$ cat config.mk
export PLATFORM = sky130hd
export DESIGN_NAME = telemetry_framer
export DESIGN_NICKNAME = d
export VERILOG_FILES = /design/src/rtl/telemetry_framer.sv
export SDC_FILE = /design/constraint.sdc
export NUM_CORES = 1
export LEC_CHECK = 0
export ABC_AREA = 1
export BUFFER_PORTS_ARGS = -buffer_cell sky130_fd_sc_hd__buf_2
export CAP_MARGIN = 10
export CELL_PAD_IN_SITES_DETAIL_PLACEMENT = 1
export CELL_PAD_IN_SITES_GLOBAL_PLACEMENT = 2
export CORE_UTILIZATION = 36
export DETAILED_ROUTE_END_ITERATION = 8
export HOLD_SLACK_MARGIN = 0.03
export PLACE_DENSITY_LB_ADDON = 0.1
export SLEW_MARGIN = 25
export SYNTH_ARGS = -nofsm -noshare
export SYNTH_HDL_FRONTEND = slang
export SYNTH_SLANG_ARGS = --single-unit
$ cat constraint.sdc
create_clock -name clk -period 2.7 [get_ports clk]
set_clock_uncertainty 0.15 [all_clocks]
set_input_delay 0.27 -clock clk [delete_from_list [all_inputs] [get_ports clk]]
set_output_delay 0.27 -clock clk [all_outputs]
set_load 0.01 [all_outputs]
$ cat src/rtl/telemetry_framer.sv
// Telemetry framer: periodically (or on trigger) reads NUM_REGS sensor registers and streams
// SYNC0, SYNC1, SEQ, LEN, payload, CHK one byte at a time over the serial_tx handshake.
module telemetry_framer #(
  parameter int          NUM_REGS      = 64,
  parameter logic [7:0]  SYNC0         = 8'hAA,
  parameter logic [7:0]  SYNC1         = 8'h55,
  parameter int          PERIOD_CYCLES = 5_000_000,
  parameter int          TMR_SIZE      = 23,
  parameter int          READ_LAT      = 1
) (
  input  logic       clk,
  input  logic       rst,
  input  logic       enable,
  input  logic       trigger,
  output logic [7:0] addr,
  input  logic [7:0] data,
  output logic [7:0] tx_data,
  output logic       new_tx,
  input  logic       tx_busy,
  input  logic       tx_block,
  output logic       busy,
  output logic [7:0] seq,
  output logic       overrun
);

  typedef enum logic [2:0] {IDLE, LOAD, RD_WAIT, SEND, GAP} state_t;

  localparam logic [8:0] IDX_CHK = 9'(NUM_REGS + 4);

  state_t              state_q, state_d;
  logic [8:0]          idx_q, idx_d;
  logic [7:0]          addr_q, addr_d;
  logic [7:0]          byte_q, byte_d;
  logic [7:0]          seq_q, seq_d;
  logic [7:0]          chk_q, chk_d;
  logic [TMR_SIZE-1:0] timer_q, timer_d;
  logic [1:0]          lat_q, lat_d;

  logic tick, req, tx_ready;

  assign tick     = enable && (timer_q == TMR_SIZE'(PERIOD_CYCLES - 1));
  assign req      = tick || trigger;
  assign tx_ready = !tx_busy && !tx_block;

  always_comb begin
    state_d = state_q;
    idx_d   = idx_q;
    addr_d  = addr_q;
    byte_d  = byte_q;
    seq_d   = seq_q;
    chk_d   = chk_q;
    lat_d   = lat_q;
    new_tx  = 1'b0;
    timer_d = (!enable || tick) ? '0 : timer_q + TMR_SIZE'(1);

    case (state_q)
      IDLE: begin
        if (req) begin
          state_d = LOAD;
          idx_d   = '0;
          chk_d   = '0;
        end
      end
      LOAD: begin
        state_d = SEND;
        if (idx_q == 9'd0) begin
          byte_d = SYNC0;
        end else if (idx_q == 9'd1) begin
          byte_d = SYNC1;
        end else if (idx_q == 9'd2) begin
          byte_d = seq_q;
          chk_d  = chk_q + seq_q;
        end else if (idx_q == 9'd3) begin
          byte_d = 8'(NUM_REGS);
          chk_d  = chk_q + 8'(NUM_REGS);
        end else if (idx_q == IDX_CHK) begin
          // Two's complement makes SEQ+LEN+payload+CHK sum to zero mod 256.
          byte_d = 8'h00 - chk_q;
        end else begin
          addr_d  = 8'(idx_q - 9'd4);
          lat_d   = '0;
          state_d = RD_WAIT;
        end
      end
      RD_WAIT: begin
        if (lat_q == 2'(READ_LAT)) begin
          byte_d  = data;
          chk_d   = chk_q + data;
          state_d = SEND;
        end else begin
          lat_d = lat_q + 2'd1;
        end
      end
      SEND: begin
        // Strobe is qualified combinationally so it can never overlap busy/block.
        if (tx_ready) begin
          new_tx  = 1'b1;
          state_d = GAP;
          if (idx_q == IDX_CHK) seq_d = seq_q + 8'd1;
        end
      end
      GAP: begin
        if (idx_q == IDX_CHK) begin
          state_d = IDLE;
          idx_d   = '0;
        end else begin
          idx_d   = idx_q + 9'd1;
          state_d = LOAD;
        end
      end
      default: state_d = IDLE;
    endcase
  end

  always_ff @(posedge clk) begin
    if (rst) begin
      state_q <= IDLE;
      idx_q   <= '0;
      addr_q  <= '0;
      byte_q  <= '0;
      seq_q   <= '0;
      chk_q   <= '0;
      timer_q <= '0;
      lat_q   <= '0;
    end else begin
      state_q <= state_d;
      idx_q   <= idx_d;
      addr_q  <= addr_d;
      byte_q  <= byte_d;
      seq_q   <= seq_d;
      chk_q   <= chk_d;
      timer_q <= timer_d;
      lat_q   <= lat_d;
    end
  end

  assign busy    = (state_q != IDLE);
  assign overrun = busy && req;
  assign addr    = addr_q;
  assign tx_data = byte_q;
  assign seq     = seq_q;

endmodule

# Word-level counts from Yosys, hierarchy flattened
# Index checks and enable logic that the tools add are counted.
[word_totals] latchBits=0 out_inout_bits=27 memories=0 ramBits=0 wordCells=101 inputBits=14 romBits=0 register_bits=69
[op_classes] order_cmp=0 n_shift=0 bitwise=5 n_mul=0 addsub=9 n_reduce_logical=22 n_div=0 n_eq_ne=21 n_mux=36
[ops] operator="8-bit 2-to-1 mux" n=12
[ops] operator="8-bit case mux with 3 select lines" n=1
[ops] operator="23-bit by 1-bit adder with 23-bit output (second input constant)" n=1
[ops] operator="23-bit == test (second input constant)" n=1
[ops] operator="9-bit by 2-bit == test with 1-bit output (second input constant)" n=2
[ops] operator="9-bit 2-to-1 mux" n=2
[ops] operator="2-bit != test (second input constant)" n=9
[ops] operator="9-bit case mux with 2 select lines" n=1
[ops] operator="8-bit adder" n=2
[ops] operator="8-bit case mux with 2 select lines" n=1
[ops] operator="3-bit case mux with 5 select lines" n=1
[ops] operator="2-bit 2-to-1 mux" n=6
[ops] operator="6-bit AND reduction" n=2
[ops] operator="9-bit by 1-bit adder with 9-bit output (second input constant)" n=1
[ops] operator="9-bit by 1-bit == test with 1-bit output (second input constant)" n=1
[ops] operator="9-bit by 7-bit == test with 1-bit output (second input constant)" n=1
[ops] operator="9-bit logical NOT" n=1
[ops] operator="3-bit 2-to-1 mux" n=3
[ops] operator="3-bit AND reduction" n=3
[ops] operator="8-bit by 1-bit adder with 8-bit output (second input constant)" n=1
[ops] operator="8-bit by 7-bit adder with 8-bit output (second input constant)" n=1
[ops] operator="1-bit 2-to-1 mux" n=8
[ops] operator="1-bit by 8-bit subtractor with 8-bit output (first input constant)" n=1
[ops] operator="8-bit by 3-bit subtractor with 8-bit output (second input constant)" n=1
[ops] operator="18 further kinds" n=30

# Logic depth before layout (Yosys ltp)
# Gate-level depths: netlist of the first run.
[logic_depth] ltp_word=7 mapped_depth=13 ltp_nobuf=13

# Least setup slack after synthesis of the first run
# OpenSTA, ideal clock, no wires.
[synth_path] path_kind="flip-flop to flip-flop" start="register idx_q[0]" end="register seq_q[7] (netlist: seq[7])" t_arrival_ns=1.576 required_time_ns=2.435 period_less_slack_ns=1.841 stages_incl_launch_ff=12 n_path_buf=0 slack_ns=0.859 setup_ns=0.115 cell_sequence="dfxtp_1 -> inv_1 -> ha_1 -> nand2_1 -> nor2_1 -> nand3_1 -> nor2_4 -> nand2_2 -> nor3_2 -> nand3_1 -> nand2_1 -> nor2_1"
[synth_between] elab_chain_len=2
[synth_lines] element="start, declared" line="31" source="logic [8:0] idx_q, idx_d;"
[synth_lines] element="start signal, assigned" line="127" source="idx_q <= idx_d;"
[synth_lines] element="9-bit by 7-bit == test with 1-bit output" line="99" source="if (idx_q == IDX_CHK) seq_d = seq_q + 8'd1;"
[synth_lines] element="3-bit AND reduction (no source line)"
[synth_lines] element="end signal, assigned" line="130" source="seq_q <= seq_d;"
[synth_lines] element="end, declared" line="34" source="logic [7:0] seq_q, seq_d;"
# Every way passes these cells.
# A chain may end at the register's enable or synchronous reset.

# Worst setup path after layout of the first run
[layout_path] start="register idx_q[2]" end="register chk_q[0]"
[layout_between] elab_chain_len=5 word_cells_on_any_way=12 classes_between="6 x eq/ne; 4 x mux; 2 x reduce/logical"
[layout_lines] element="9-bit by 2-bit == test with 1-bit output" line="70" source="end else if (idx_q == 9'd2) begin"
[layout_lines] element="8-bit 2-to-1 mux" line="70"
[layout_lines] element="8-bit 2-to-1 mux" line="68" source="end else if (idx_q == 9'd1) begin"
[layout_lines] element="8-bit 2-to-1 mux" line="66" source="if (idx_q == 9'd0) begin"
[layout_lines] element="8-bit case mux with 3 select lines" line="56" source="case (state_q)"
[layout_lines] element="end signal, assigned" line="131" source="chk_q <= chk_d;"
[layout_lines] element="end, declared" line="35" source="logic [7:0] chk_q, chk_d;"
# Several ways; a longest one is shown, not always the timed one. The select of a mux whose other input is x is not followed.

==> flow_metrics.tcl, run 1 <==
set metrics [dict create \
    status "finished clean" \
    cap_violations 0 \
    synth_largest_area_cell "dfxtp_1" \
    synthXorXnorAreaFrac 0.03378 \
    seq_area_frac_synth 0.2960 \
    synthArstFlopShare 0 \
    worst_ep_arrival_time_ns 2.35 \
    irDropWorstVdd_mv 0.4447 \
    dieHeight_um 115.9 \
    rsz0062_at_grt "no" \
    p_seq_frac 0.301 \
    p_sw_mw 1.663 \
    cts-buffers-inserted 9 \
    power.leakage_nw 2.408 \
    pwr-share-comb 0.387 \
    nets 770 \
    cts_tree "yes" \
    holdCritPathClass "primary input to flop" \
    tns_ns 0 \
    synth_top_area_frac 0.2960 \
    cp_common_cell "nand2_1" \
    grt_pass1_wl_um 23080 \
    synth_adder_area_share 0.07828 \
    switching_share 0.3943 \
    synthesis.area_mm2 0.004667 \
    ioPinCount 41 \
    start_kind "flop" \
    post_cts.repair.setup_buffers 0 \
    synth_compound_area_frac 0.1252 \
    synthMuxAreaShare 0 \
    intPower_mw 2.554 \
    critPathBufInv 1 \
    routedWlPerCell_um 15.67 \
    yosys.area_share.simple 0.3826 \
    clockBufferDepth 2 \
    htreeDepth 3 \
    whs_ns 0.1676 \
    grt_overflow 0 \
    ys.flop_type "dfxtp_1" \
    worst-setup-path-type "flop to flop" \
    dieArea_mm2 0.01342 \
    synth.avg_cell_area_um2 6.813 \
    cpMaxStageDelayCell "dfxtp_1" \
    powerDensity_mw_per_mm2 785.4 \
    synth_top_family_by_area "simple AND/OR/NAND/NOR gates" \
    pre_cts_slack_ns 0.4672 \
    viasPerCell 5.103 \
    drc 0 \
    finalCritPeriodShare 0.8213 \
    clock_sinks 69 \
    num_antenna_cells 0 \
    setup_viol 0 \
    final_hold_viol_count 0 \
    total_power_mw 4.217 \
    grt_antenna_before_repair 0 \
    cp_cell_sequence "inv_1, ha_1, nand3_1, nor3_4, nand2_1, nand2_2, nand3_4, nand2_1, nand2_1, nor2_1" \
    die_x_um 115.9 \
    period_needed_ns 2.217 \
    root_buffer "clkbuf_16" \
    path_max_fanout 8 \
    first_pass_iters 4 \
    critical_path.top_delay_family "simple AND/OR/NAND/NOR gates" \
    netlist-cell-type-count 49 \
    n_fill_cell 1723 \
    worst_slack_ns 0.4826 \
    clock_power_share 0.313 \
    drtIter0Drc 239 \
    grt_usage 0.2260 \
    seq_area_mm2 0.001381 \
    vias 4613 \
    dp_hpwl_um 11180 \
    drv_slew 0 \
    totalWireLength_um 14170 \
    syn_nets 727 \
    initial_core_util 0.3698 \
    dpl_cell_area_mm2 0.005044 \
    clk_latency_ns 0.34 \
    synth_edf_count 0 \
    maxSlewHeadroom 0.5936 \
    yosys_warnings 0 \
    antenna_left 0 \
    tightest_slew_ns 0.6096 \
    cp-end-kind "flop" \
    rows 41 \
    grt_max_degree 28 \
    hold_buffers 0 \
    multiInputGateArea_mm2 0.002893 \
    coreArea_mm2 0.01262 \
    fin_area_mm2 0.005369 \
    io_buffers 40 \
    grt_pass1_vias 4507 \
    cts-resized-gates 0 \
    cp.required_ns 2.83 \
    synth.area.top_cells "dfxtp_1 (30%), nand2_1 (13%), ha_1 (7.0%)" \
    final_layout_size_suffix_gt1_frac 0.1530 \
    clk_pin_slew_ns 0.06 \
    critical-path-max-stage-delay_ns 0.38 \
    gp_congestion 0.8504 \
    synthesis.instances 685 \
    fmax_mhz 451.0 \
    area_growth_pct 15.04 \
    ys_seq_elements 69 \
]
==> cell type report <==
type | instances | share of cell area
multi-input cells | 517 | 0.5388
clock buffers | 12 | 0.04777
inverters | 88 | 0.06176
repair buffers | 43 | 0.04148
clock inverters | 3 | 0.01282
well taps | 172 | 0.04008
flip-flops and latches | 69 | 0.2573
==> Yosys cell counts (3+ instances only) <==
library cell / instances
nand3_4: 3
xnor2_1: 6
nor2_2: 3
nor3_2: 3
o21ai_0: 20
o21ai_1: 15
inv_1: 72
nand3b_1: 6
buf_2: 4
nand2_4: 3
or2_2: 8
nor3_1: 6
nand3_2: 5
nand2_1: 167
xor2_1: 12
nand4_1: 22
a21oi_1: 58
dfxtp_1: 69
nand3_1: 47
nor2_1: 70
nand2_2: 4
nor3b_1: 3
inv_2: 14
o211ai_1: 4
nor2_4: 3
clkbuf_1: 4
ha_1: 26
==> sequential cells by signal, summed over array words and instances (netlist names) <==
signal / flops
addr: 8
chk_q: 8
idx_q: 9
lat_q: 2
seq: 8
state_q: 3
timer_q: 23
tx_data: 8
==> cells in the final DEF, fill, tap and decap left out, types with 2 or more instances in the layout <==
cell type,synthesis,layout
nor2_4,3,3
nor2_8,2,2
nor3_2,3,3
nor3_4,2,2
o21bai_1,2,2
nand3_4,3,3
o21ai_0,20,20
nand3_2,5,5
or2_2,8,8
buf_2,4,40
clkbuf_8,0,2
xor2_1,12,12
nand3b_1,6,6
clkbuf_16,0,9
fa_1,2,2
ha_1,26,26
o211ai_1,4,4
a21oi_1,58,58
nor3_1,6,6
or2_0,2,2
nor2_2,3,3
dfxtp_1,69,69
nand2_1,167,167
nor3b_1,3,3
inv_2,14,14
inv_1,72,72
bufinv_16,0,2
nand3_1,47,47
buf_4,2,3
nand2_2,4,4
xnor2_1,6,6
nor2_1,70,70
o21ai_1,15,15
nand2_4,3,3
nand4_1,22,22
==> kinds of logic (layout without fill, tap and decap cells) <==
kind of cell    Yosys count  after routing
simple gates            363            363
compound gates          108            108
buf+inv                  99            146
flops                    69             69
fa+ha+maj                28             28
xor+xnor                 18             18
==> final timing paths <==
kind | from | endpoint | slack, ns | cells past startpoint
worst max register to register | idx_q[2] | chk_q[0] | 0.48 | 10
worst max-delay path | idx_q[2] | chk_q[0] | 0.48 | 10
worst min register to register | timer_q[0] | timer_q[0] | 0.30 | 1
worst min-delay path | data[0] | tx_data[0] | 0.17 | 3
==> per-stage QoR <==
step           utilization  cells
2_1_floorplan            -    685
3_3_place_gp        0.3997    889
3_5_place_dp        0.3997    889
4_1_cts             0.4254    904
5_1_grt             0.4254    904
6_report            0.4254    904
==> worst register-to-register path, stage by stage, from the launching register on <==
cell and delay, ns:
dfxtp_1 0.38, inv_1 0.18, ha_1 0.23, nand3_1 0.21, nor3_4 0.37, nand2_1 0.12
nand2_2 0.15, nand3_4 0.14, nand2_1 0.09, nand2_1 0.05, nor2_1 0.09
==> layer usage <==
layer / track usage / wire length (um)
met1: 0.3150 / 6984
met4: 0.07607 / 212
met3: 0.03347 / 687
met2: 0.3556 / 6284
met5: 0 / 0
==> power by group through the flow <==
stage	logic, mW	registers (mW)	clock network, mW
detailed placement	1.62	1.29	0
global route	1.84	1.28	1.39
CTS	1.64	1.27	1.35
global placement	1.60	1.29	0
floorplan	1.16	1.27	0
finish	1.63	1.27	1.32
Note: power is estimated with default switching activity, not from simulation.
==> inputs of run 2 (changes only) <==
--- a/config.mk
+++ b/config.mk
@@ -5,12 +5,12 @@
 export SDC_FILE = /design/constraint.sdc
 export NUM_CORES = 1
 export LEC_CHECK = 0
-export ABC_AREA = 1
+export ABC_AREA = 0
 export BUFFER_PORTS_ARGS = -buffer_cell sky130_fd_sc_hd__buf_2
 export CAP_MARGIN = 10
 export CELL_PAD_IN_SITES_DETAIL_PLACEMENT = 1
 export CELL_PAD_IN_SITES_GLOBAL_PLACEMENT = 2
-export CORE_UTILIZATION = 36
+export CORE_UTILIZATION = 32
 export DETAILED_ROUTE_END_ITERATION = 8
 export HOLD_SLACK_MARGIN = 0.03
 export PLACE_DENSITY_LB_ADDON = 0.1
==> constraint.sdc (replaced) <==
create_clock -name clk -period 1.98 [get_ports clk]
set_clock_uncertainty 0.15 [all_clocks]
set_input_delay 0.198 -clock clk [delete_from_list [all_inputs] [get_ports clk]]
set_output_delay 0.198 -clock clk [all_outputs]
set_load 0.01 [all_outputs]
==> flow_metrics.tcl, run 2 <==
set metrics [dict create \
    grt_usage 0.2200 \
    finalCritPeriodShare 1.134 \
    final_hold_viol_count 0 \
    hold_path_depth 3 \
    synth_most_common_cell "nor2_1" \
    p_sw_mw 1.401 \
    period_needed_ns 2.245 \
    cp-end-kind "flop" \
    synth_top_area_frac 0.3296 \
    clock_power_share 0.353 \
    worst_slack_ns -0.2645 \
    pwr-share-comb 0.310 \
    start_kind "flop" \
    n_fill_cell 1492 \
    drv_slew 0 \
    placedCellCount 808 \
    holdCritPathClass "primary input to flop" \
    routedWlPerCell_um 17.24 \
    final_cell_mix "buf_4 (111), nor2_1 (71), dfxtp_1 (48)" \
    maxSlewHeadroom 0.6344 \
    dieArea_mm2 0.01356 \
    drtIter0Drc 171 \
    syn_nets 548 \
    coreArea_mm2 0.01267 \
    cp_cell_sequence "nand2_2, or4b_4, nor4_4, nor2_4, buf_6, a22oi_4, buf_12, buf_8, nor2_4, a211oi_2" \
    final_layout_size_suffix_gt1_frac 0.4881 \
    top_regs "timer_q: 23 flops, idx_q: 9 flops" \
    power.leakage_nw 2.733 \
    tightest_slew_ns 0.5483 \
    cts-buffers-inserted 9 \
    vias 4285 \
    worst-setup-path-type "flop to flop" \
    cap_violations 0 \
    synthArstFlopShare 0 \
    viasPerCell 5.089 \
    cpMaxStageDelayCell "or4b_4" \
    ioPinCount 41 \
    status "finished, violations left" \
    clockBufferDepth 2 \
    antenna_left 0 \
    clock_sinks 69 \
    worst_ep_arrival_time_ns 2.36 \
    final_cell_count_no_fill 842 \
    die_x_um 116.5 \
    synth.avg_cell_area_um2 8.284 \
    nets 708 \
    clk_latency_ns 0.34 \
    synth_edf_count 0 \
    initial_core_util 0.3308 \
    htreeDepth 3 \
    io_buffers 40 \
    seq_area_frac_synth 0.3296 \
    grt_overflow 0 \
    rr_worst_depth 10 \
    grt_antenna_before_repair 0 \
    violations "setup timing" \
    top_register "timer_q" \
    critical-path-max-stage-delay_ns 0.54 \
    intPower_mw 3.128 \
    rsz0062_at_grt "yes" \
    synthesis.instances 506 \
    largest_reg_flops 23 \
    whs_ns 0.1132 \
    fin_util 0.5205 \
    dp_hpwl_um 10250 \
    path_max_fanout 7 \
    grt_pass1_wl_um 22470 \
    dieHeight_um 116.5 \
    grt_pass1_vias 4422 \
    synth_largest_area_cell "dfxtp_1" \
    ys.flop_type "dfxtp_1" \
    fmax_mhz 445.5 \
    synth.area.top_cells "dfxtp_1 (33%), ha_1 (7.8%), nor2_1 (7.5%)" \
    num_antenna_cells 0 \
    netlist_top_cells_count "nor2_1 (84), dfxtp_1 (69), nand2_1 (34), xor2_1 (29)" \
    synthesis.area_mm2 0.004192 \
    setup_viol 29 \
    ys_seq_elements 69 \
    gp_congestion 0.8180 \
    totalWireLength_um 14510 \
    cp_common_cell "nor2_4" \
    p_seq_frac 0.337 \
    area_growth_pct 57.34 \
    pre_cts_slack_ns -0.3219 \
    switching_share 0.3093 \
    root_buffer "clkbuf_16" \
    cp.required_ns 2.09 \
    final_common_cell "buf_4" \
    drc 0 \
    total_power_mw 4.529 \
    cts_tree "yes" \
    powerDensity_mw_per_mm2 686.7 \
    netlist-cell-type-count 60 \
    rows 41 \
    first_pass_iters 4 \
    grt_max_degree 31 \
    yosys_warnings 0 \
    irDropWorstVdd_mv 0.4166 \
    clk_pin_slew_ns 0.06 \
]
==> run 2: changes by cell type in the layout (fill, tap and decap cells not counted), moves of 16 or more <==
cell     previous run  this run
a21oi_1            58        15
buf_4               3       111
dfxtp_1            69        48
inv_1              72        17
o21ai_0            20         4
nand2_1           167        31
nand3_1            47        15
==> run 2: cell families after synthesis <==
| kind of cell | synth area share |
|---|---|
| mux | 0.01940 |
| xor+xnor | 0.1024 |
| simple gates | 0.2478 |
| buf+inv | 0.04328 |
| fa+ha+maj | 0.08716 |
| compound gates | 0.1704 |
| flops | 0.3296 |
==> run 2: routing by layer <==
metal  part of all wire  global-route usage  vias up  wire length, um
met5                  0                   0        -                0
met4              0.017             0.08547        0              244
met3              0.024             0.03529       16              347
met2               0.50              0.3692       59             7297
met1               0.46              0.2817     2101             6622
li1                   -                   -     2109                -
==> run 2: power groups by stage <==
stage	Sequential, mW	Clock [mW]	Combinational (mW)
after floorplan	1.56	0	0.656
after global placement	1.55	0	1.08
after detailed placement	1.55	0	1.11
after CTS	1.52	1.64	1.30
after global routing	1.53	1.69	1.51
final	1.53	1.60	1.40
==> run 2: per-stage QoR <==
stage                     area, um2  TNS, ns
after floorplan                4343  -0.8100
after global placement         5533   -4.337
after detailed placement       5533   -5.336
after CTS                      6192   -5.778
after global routing           6595   -6.934
final                          6595   -3.328
==> run 2: area by class of cell <==
cell class | instances | area (um2) | area share
Clock buffer | 15 | 289.0 | 0.04382
Inverter | 21 | 83.83 | 0.01271
Multi-Input combinational cell | 392 | 3232 | 0.4900
Sequential cell | 69 | 1423 | 0.2157
Tap cell | 172 | 215.2 | 0.03263
Timing Repair Buffer | 173 | 1353 | 0.2051
==> run 2: final timing paths <==
check                           slack (ns)    endpoint  startpoint
worst min register to register        0.33  tx_data[3]  tx_data[3]
worst max-delay path                 -0.26    chk_q[4]  timer_q[9]
worst min-delay path                  0.11  tx_data[7]     data[7]
worst max register to register       -0.26    chk_q[4]  timer_q[9]
==> run 2: critical path, delay by kind of cell, from the launching register on <==
kind	cells	cell delay, ns
and+or+nand+nor	5	0.93
buffers and inverters	3	0.40
AOI/OAI and AO/OA	2	0.35
DFF	1	0.33
==> run 2: what timing repair did <==
action | in CTS | in global routing
cloned | 1 | 1
buffers inserted | 13 | 9
resized for setup | 52 | 86
endpoints found under the hold margin | 0 | 0
hold buffers | 0 | 0
pin swaps | 27 | 45
endpoints found under the setup margin | 40 | 47
